<file path="src/rtl/keypad_pkg.sv">
// Shared types, key codes and key-to-matrix mapping for the 4x3 keypad emulator.
package keypad_pkg;

  localparam int ROW_W = 4;
  localparam int COL_W = 3;

  localparam logic [3:0] KEY_STAR = 4'd10;
  localparam logic [3:0] KEY_HASH = 4'd11;
  localparam logic [3:0] KEY_MAX  = 4'd11;

  localparam logic [15:0] LFSR_SEED = 16'hACE1;

  typedef enum logic [2:0] {
    ST_IDLE,
    ST_PRESS,
    ST_GAP,
    ST_BOUNCE_IN,
    ST_BOUNCE_OUT
  } state_t;

  // Phone layout: 1-2-3 on row 0 down to *-0-# on row 3.
  function automatic logic [1:0] key_row(input logic [3:0] code);
    case (code)
      4'd1, 4'd2, 4'd3: key_row = 2'd0;
      4'd4, 4'd5, 4'd6: key_row = 2'd1;
      4'd7, 4'd8, 4'd9: key_row = 2'd2;
      default:          key_row = 2'd3;
    endcase
  endfunction

  function automatic logic [1:0] key_col(input logic [3:0] code);
    case (code)
      4'd1, 4'd4, 4'd7, KEY_STAR: key_col = 2'd0;
      4'd2, 4'd5, 4'd8, 4'd0:     key_col = 2'd1;
      4'd3, 4'd6, 4'd9, KEY_HASH: key_col = 2'd2;
      default:                    key_col = 2'd0;
    endcase
  endfunction

endpackage

</file>
<file path="src/rtl/keypad_lfsr16.sv">
// 16-bit Fibonacci LFSR (x^16+x^14+x^13+x^11+1) that advances only while enabled.
module keypad_lfsr16 (
  input  logic        clk,
  input  logic        rst,
  input  logic        enable,
  input  logic [15:0] seed,
  output logic [15:0] state
);

  logic feedback;

  assign feedback = state[0] ^ state[2] ^ state[3] ^ state[5];

  always_ff @(posedge clk) begin
    if (rst) begin
      state <= seed;
    end else if (enable) begin
      state <= {feedback, state[15:1]};
    end
  end

endmodule

</file>
<file path="src/rtl/keypad_emulator.sv">
// Keypad emulator: presses one key per handshake by answering row strobes on the column lines.
// Optional contact bounce around each press is enabled with the KEYPAD_BOUNCE_EN macro.
module keypad_emulator
  import keypad_pkg::*;
#(
  parameter int HOLD_CYCLES   = 2_000_000,
  parameter int GAP_CYCLES    = 2_000_000,
  parameter int BOUNCE_CYCLES = 4096
) (
  input  logic             clk,
  input  logic             rst,
  input  logic             key_valid,
  input  logic [3:0]       key_code,
  output logic             key_ready,
  input  logic [ROW_W-1:0] keyboard_rows,
  output logic [COL_W-1:0] keyboard_cols,
  output logic             busy,
  output logic             key_done,
  output logic             key_err
);

  localparam int MAX_HG   = (HOLD_CYCLES > GAP_CYCLES) ? HOLD_CYCLES : GAP_CYCLES;
  localparam int MAX_LOAD = (MAX_HG > BOUNCE_CYCLES) ? MAX_HG : BOUNCE_CYCLES;
  localparam int CNT_W    = $clog2(MAX_LOAD + 1);

  localparam logic [CNT_W-1:0] HOLD_LOAD   = CNT_W'(HOLD_CYCLES);
  localparam logic [CNT_W-1:0] GAP_LOAD    = CNT_W'(GAP_CYCLES);
  localparam logic [CNT_W-1:0] BOUNCE_LOAD = CNT_W'(BOUNCE_CYCLES);
  localparam logic [CNT_W-1:0] CNT_ONE     = CNT_W'(1);
  localparam logic [CNT_W-1:0] CNT_TWO     = CNT_W'(2);

`ifdef KEYPAD_BOUNCE_EN
  localparam state_t           FIRST_ST   = ST_BOUNCE_IN;
  localparam logic [CNT_W-1:0] FIRST_LOAD = BOUNCE_LOAD;
`else
  localparam state_t           FIRST_ST   = ST_PRESS;
  localparam logic [CNT_W-1:0] FIRST_LOAD = HOLD_LOAD;
`endif

  state_t           state;
  logic [CNT_W-1:0] cnt;
  logic [1:0]       row_sel;
  logic [1:0]       col_sel;
  logic             contact;
  logic [COL_W-1:0] col_onehot;

`ifdef KEYPAD_BOUNCE_EN
  logic [15:0] lfsr;
  logic        bounce_active;

  assign bounce_active = (state == ST_BOUNCE_IN) || (state == ST_BOUNCE_OUT);

  keypad_lfsr16 u_lfsr (
    .clk    (clk),
    .rst    (rst),
    .enable (bounce_active),
    .seed   (LFSR_SEED),
    .state  (lfsr)
  );
`endif

  // NOTE: every state and output register below uses <=, so all of them update from the
  // same pre-edge values; a blocking = here would let later statements see new values.
  always_ff @(posedge clk) begin
    if (rst) begin
      state     <= ST_IDLE;
      cnt       <= '0;
      row_sel   <= '0;
      col_sel   <= '0;
      key_ready <= 1'b1;
      busy      <= 1'b0;
      key_done  <= 1'b0;
      key_err   <= 1'b0;
    end else begin
      key_done <= 1'b0;
      key_err  <= 1'b0;
      case (state)
        ST_IDLE: begin
          if (key_valid) begin
            row_sel <= key_row(key_code);
            col_sel <= key_col(key_code);
            if (key_code > KEY_MAX) begin
              key_err <= 1'b1;
            end else begin
              state     <= FIRST_ST;
              cnt       <= FIRST_LOAD;
              key_ready <= 1'b0;
              busy      <= 1'b1;
            end
          end
        end

`ifdef KEYPAD_BOUNCE_EN
        ST_BOUNCE_IN: begin
          if (cnt == CNT_ONE) begin
            state <= ST_PRESS;
            cnt   <= HOLD_LOAD;
          end else begin
            cnt <= cnt - CNT_ONE;
          end
        end

        ST_PRESS: begin
          if (cnt == CNT_ONE) begin
            state <= ST_BOUNCE_OUT;
            cnt   <= BOUNCE_LOAD;
          end else begin
            cnt <= cnt - CNT_ONE;
          end
        end

        ST_BOUNCE_OUT: begin
          if (cnt == CNT_ONE) begin
            state    <= ST_GAP;
            cnt      <= GAP_LOAD;
            key_done <= (GAP_CYCLES == 1);
          end else begin
            cnt <= cnt - CNT_ONE;
          end
        end
`else
        ST_PRESS: begin
          if (cnt == CNT_ONE) begin
            state    <= ST_GAP;
            cnt      <= GAP_LOAD;
            key_done <= (GAP_CYCLES == 1);
          end else begin
            cnt <= cnt - CNT_ONE;
          end
        end
`endif

        // key_done is registered, so it is raised on the edge entering the final GAP cycle.
        ST_GAP: begin
          if (cnt == CNT_ONE) begin
            state     <= ST_IDLE;
            cnt       <= '0;
            key_ready <= 1'b1;
            busy      <= 1'b0;
          end else begin
            cnt      <= cnt - CNT_ONE;
            key_done <= (cnt == CNT_TWO);
          end
        end

        default: begin
          state     <= ST_IDLE;
          cnt       <= '0;
          key_ready <= 1'b1;
          busy      <= 1'b0;
        end
      endcase
    end
  end

  // NOTE: contact gets a default before the case so no path leaves it unassigned,
  // which would otherwise infer a latch.
  always_comb begin
    contact = 1'b0;
    case (state)
      ST_PRESS: contact = 1'b1;
`ifdef KEYPAD_BOUNCE_EN
      ST_BOUNCE_IN, ST_BOUNCE_OUT: contact = lfsr[0];
`endif
      default: contact = 1'b0;
    endcase
  end

  // Combinational from the row strobes so the scanner sees the column in the same cycle.
  assign col_onehot    = COL_W'(3'b001 << col_sel);
  assign keyboard_cols = (contact && keyboard_rows[row_sel]) ? col_onehot : '0;

endmodule

</file>
<file path="config.mk">
export PLATFORM = sky130hd
export DESIGN_NAME = keypad_emulator
export DESIGN_NICKNAME = d
export VERILOG_FILES = /design/src/rtl/keypad_pkg.sv /design/src/rtl/keypad_lfsr16.sv /design/src/rtl/keypad_emulator.sv
export SDC_FILE = /design/constraint.sdc
export NUM_CORES = 1
export LEC_CHECK = 0
export ABC_AREA = 1
export ABC_CLOCK_PERIOD_IN_PS = 3400
export BUFFER_PORTS_ARGS = -buffer_cell sky130_fd_sc_hd__buf_4
export CAP_MARGIN = 20
export CORE_ASPECT_RATIO = 1.5
export CORE_MARGIN = 3
export CORE_UTILIZATION = 45
export DETAILED_ROUTE_END_ITERATION = 10
export PLACE_DENSITY = 0.74
export SYNTH_ARGS = -nofsm -noshare
export SYNTH_HDL_FRONTEND = slang
export SYNTH_HIERARCHICAL = 1
export SYNTH_SLANG_ARGS = --single-unit
</file>
<file path="constraint.sdc">
create_clock -name clk -period 3.4 [get_ports clk]
set_input_delay 0.17 -clock clk [delete_from_list [all_inputs] [get_ports clk]]
set_output_delay 0.17 -clock clk [all_outputs]
set_load 0.005 [all_outputs]
</file>
==> results.md <==
- Outcome: completed
- Avg Inst Size Synth: 6.59 um2
- NumNets Final: 335
- Worst Setup EP: cnt[5]
- Placement Cell Area: 2130 um2
- Full die area: 5270 um2
- Post-synthesis cell count: just over 300
- Clk_lat worst skew: 0.28 ns
- Cell with the most instances after synthesis: nand2_1
- Die Y-Extent: 87.5 um
- Syn nets: around 320
- Arrival time at the worst endpoint: 2.21 ns
- CTS tree: done
- Crit Path Max Fanout: 16
- Worst-Margin Slew: 0.523 ns
- Initial Utilization: a little under half
- Final setup vio count: 0
- Cells on worst reg2reg path: 7
- Gpl congestion: 0.913
- First-pass detailed-route iteration total: 4
- Combinational Power Share: 43.8%
- I/O Pins: 18
- Largest net degree at the start of global routing: 18
- Max Cap Viol: 0
- Fin crit share: 59.0%
- Via/cell ratio: between 5 and 6
- Fin area: 2240 um2
- Remaining DRCs: 0
- Area growth, synth to finish: 12.4%
- Net switching fraction of the power: 42.0%
- R2R setup slack: 1.39 ns
- CP max-delay cell: inv_1
- PD cells: around 630 nW/um2
- Total power: 1420 uW
- Synth top area cells: dfxtp_1, nand2_1, inv_1
- Critical path startpoint category: register
- Core ar.: around 4200 um2
- Peak Freq: 498 MHz
- Switching power: 595 uW
- Max-slew violations: 0
- Crit-path cells: nor2_1 -> nand2_1 -> inv_1 -> nor2_1 -> nand2_1 -> nor3_1 -> nor3_2
- CTS resizes: 0
- Gr ovfl total: 0
- Proportion of power drawn by the clock network: a little under a quarter
- Setup crit start: state[1]
- Number of flops mapped to enable cells by yosys: 0
- Mapped cell area: 1990 um2
- Post-synth top flop: dfxtp_1
- Wire per inst: 11.6 um
- H-tree Lvls: 2
- Kind of critical path: register to register
- Vias in the first global route: 1736
- Worst r2r src: state[1]
- Worst Skew: 0.00814 ns
- Synth async-reset ratio: 0%
- HP Class: input pin to register
- Die Wd: 60.3 um
- Area leader, netlist: dfxtp_1
- Final WS setup: between 1 and 1.5 ns
- Global-route wire length before repair: 7.29 mm
- Worst EP required: 3.61 ns
- Post-CTS Setup Bufs: 0
- Gr usage total: 18.2%
- Worst-path clk slew: around 0.070 ns
- Hold_buf cts: 0
- Synth top area share: 31.2%
- Antenna violations before repair: 0
- Port Buffer Count: 17
- Number of CTS-inserted buffers: 5
- Reg power frac: between 30 and 40%
- DRT Wirelength: 4.28 mm
- FF+latch count, synth: 31
- Setup tns final: 0 ns
- CTS max path bufs: 2
- Final Hold Vio Count: 0
- Commonest cells post-synth: nand2_1, inv_1, nor2_1, dfxtp_1, a21oi_1
- Root Driver: clkbuf_8
- RSZ-0062 raised after global routing: no
- Post-detail-place hpwl: approximately 3.4 mm
- Via Count: about 1900
- Worst vdd ir: 0.367 mV
- # clock sinks: 31
- P_int: 822 uW
- DRT iter0 DRCs: 27
- Relative slew slack: around 65%
- Layout cells sized above 1: 16.8%
- Reported leakage power: 0.00103 uW
- Number of diodes: 0
- Slowest cell delay on critical path: 0.53 ns
- Row count: 29
- Post-synthesis cell type count: 37
- Dpl ws: approximately 1.4 ns
- Final Critical Period: 2.01 ns
- Critical path capture point type: register
- Final ANT Viol Nets: 0
- YS warnings: 6
- Sequential fraction of the synthesis area: 31.2%
- R2R Path End: cnt[5]
[area by class of cell]
| class | count | area [um2] |
|---|---|---|
| flip-flops and latches | 31 | 621 |
| multi-input cells | 223 | 1170 |
| inverters | 43 | 161 |
| fillers | 443 | 2010 |
| clock inverters | 1 | 7.51 |
| well taps | 46 | 57.6 |
| clock buffers | 7 | 96.3 |
| repair buffers | 17 | 128 |
[worst max-delay path: cells and delay by family (launching register included)]
kind | cells | cell delay (ns)
AND/OR/NAND/NOR | 6 | 1.07
buffers and inverters | 1 | 0.53
flip-flops | 1 | 0.32
[sequential cells by signal (all words and copies together) (netlist names)]
register   count
state          2
busy           1
cnt           21
row_sel        2
key_ready      1
key_err        1
col_sel        2
key_done       1
[metal layers]
metal  up-vias  routed length [um]  GRT usage [%]
met3        11                 131           2.97
met1       836                1690           17.9
met2        28                2300           34.2
met4         0                 153           9.88
li1        990                   -              -
met5         -                   0              0
[placed cells by master, fill, tap and decap left out, types with 2 or more instances in the layout]
| master | n |
|---|---|
| nand2_1 | 86 |
| nand3_1 | 12 |
| nand4_1 | 5 |
| nor3_1 | 7 |
| nand3b_1 | 3 |
| nand2_4 | 5 |
| o21ai_0 | 10 |
| a21oi_2 | 2 |
| ha_1 | 3 |
| a31oi_1 | 2 |
| nor3_2 | 3 |
| a21oi_1 | 17 |
| dfxtp_1 | 31 |
| inv_1 | 42 |
| nor3b_2 | 2 |
| nor2_4 | 4 |
| clkbuf_8 | 7 |
| nor2_1 | 38 |
| buf_4 | 17 |
| xor2_1 | 3 |
| nor2_2 | 8 |
[power groups by stage]
stage | clock network [uW] | registers (uW) | logic (uW)
floorplan | 0 | 467 | 515
global placement | 0 | 480 | 614
detailed placement | 0 | 480 | 625
CTS | 329 | 473 | 628
global route | 346 | 482 | 703
finish | 324 | 472 | 621
[stage by stage]
| stage | hold WS [ns] | cells | util, % |
|---|---|---|---|
| floorplan | 0.318 | 302 | - |
| global placement | 0.455 | 360 | 50.3 |
| detailed placement | 0.457 | 360 | 50.3 |
| CTS | 0.179 | 368 | 52.7 |
| global route | 0.210 | 368 | 52.7 |
| finish | 0.186 | 368 | 52.7 |
[worst min path at each step]
| stage | from | endpoint | slack [ns] | cells after the start |
|---|---|---|---|---|
| floorplan | key_code[2] | key_err | 0.32 | 2 |
| global placement | busy | busy | 0.45 | 2 |
| detailed placement | busy | busy | 0.46 | 2 |
| CTS | key_code[2] | key_err | 0.18 | 3 |
| global route | rst | cnt[17] | 0.21 | 2 |
| finish | key_code[2] | key_err | 0.19 | 3 |
[cells by family after synthesis]
family	share of synthesized area, %
buf+inv	10.2
compound gates	11.4
flops	31.2
xor+xnor	1.76
simple gates	43.6
fa+ha+maj	1.89
No activity file was read; power rests on OpenSTA's default activity.
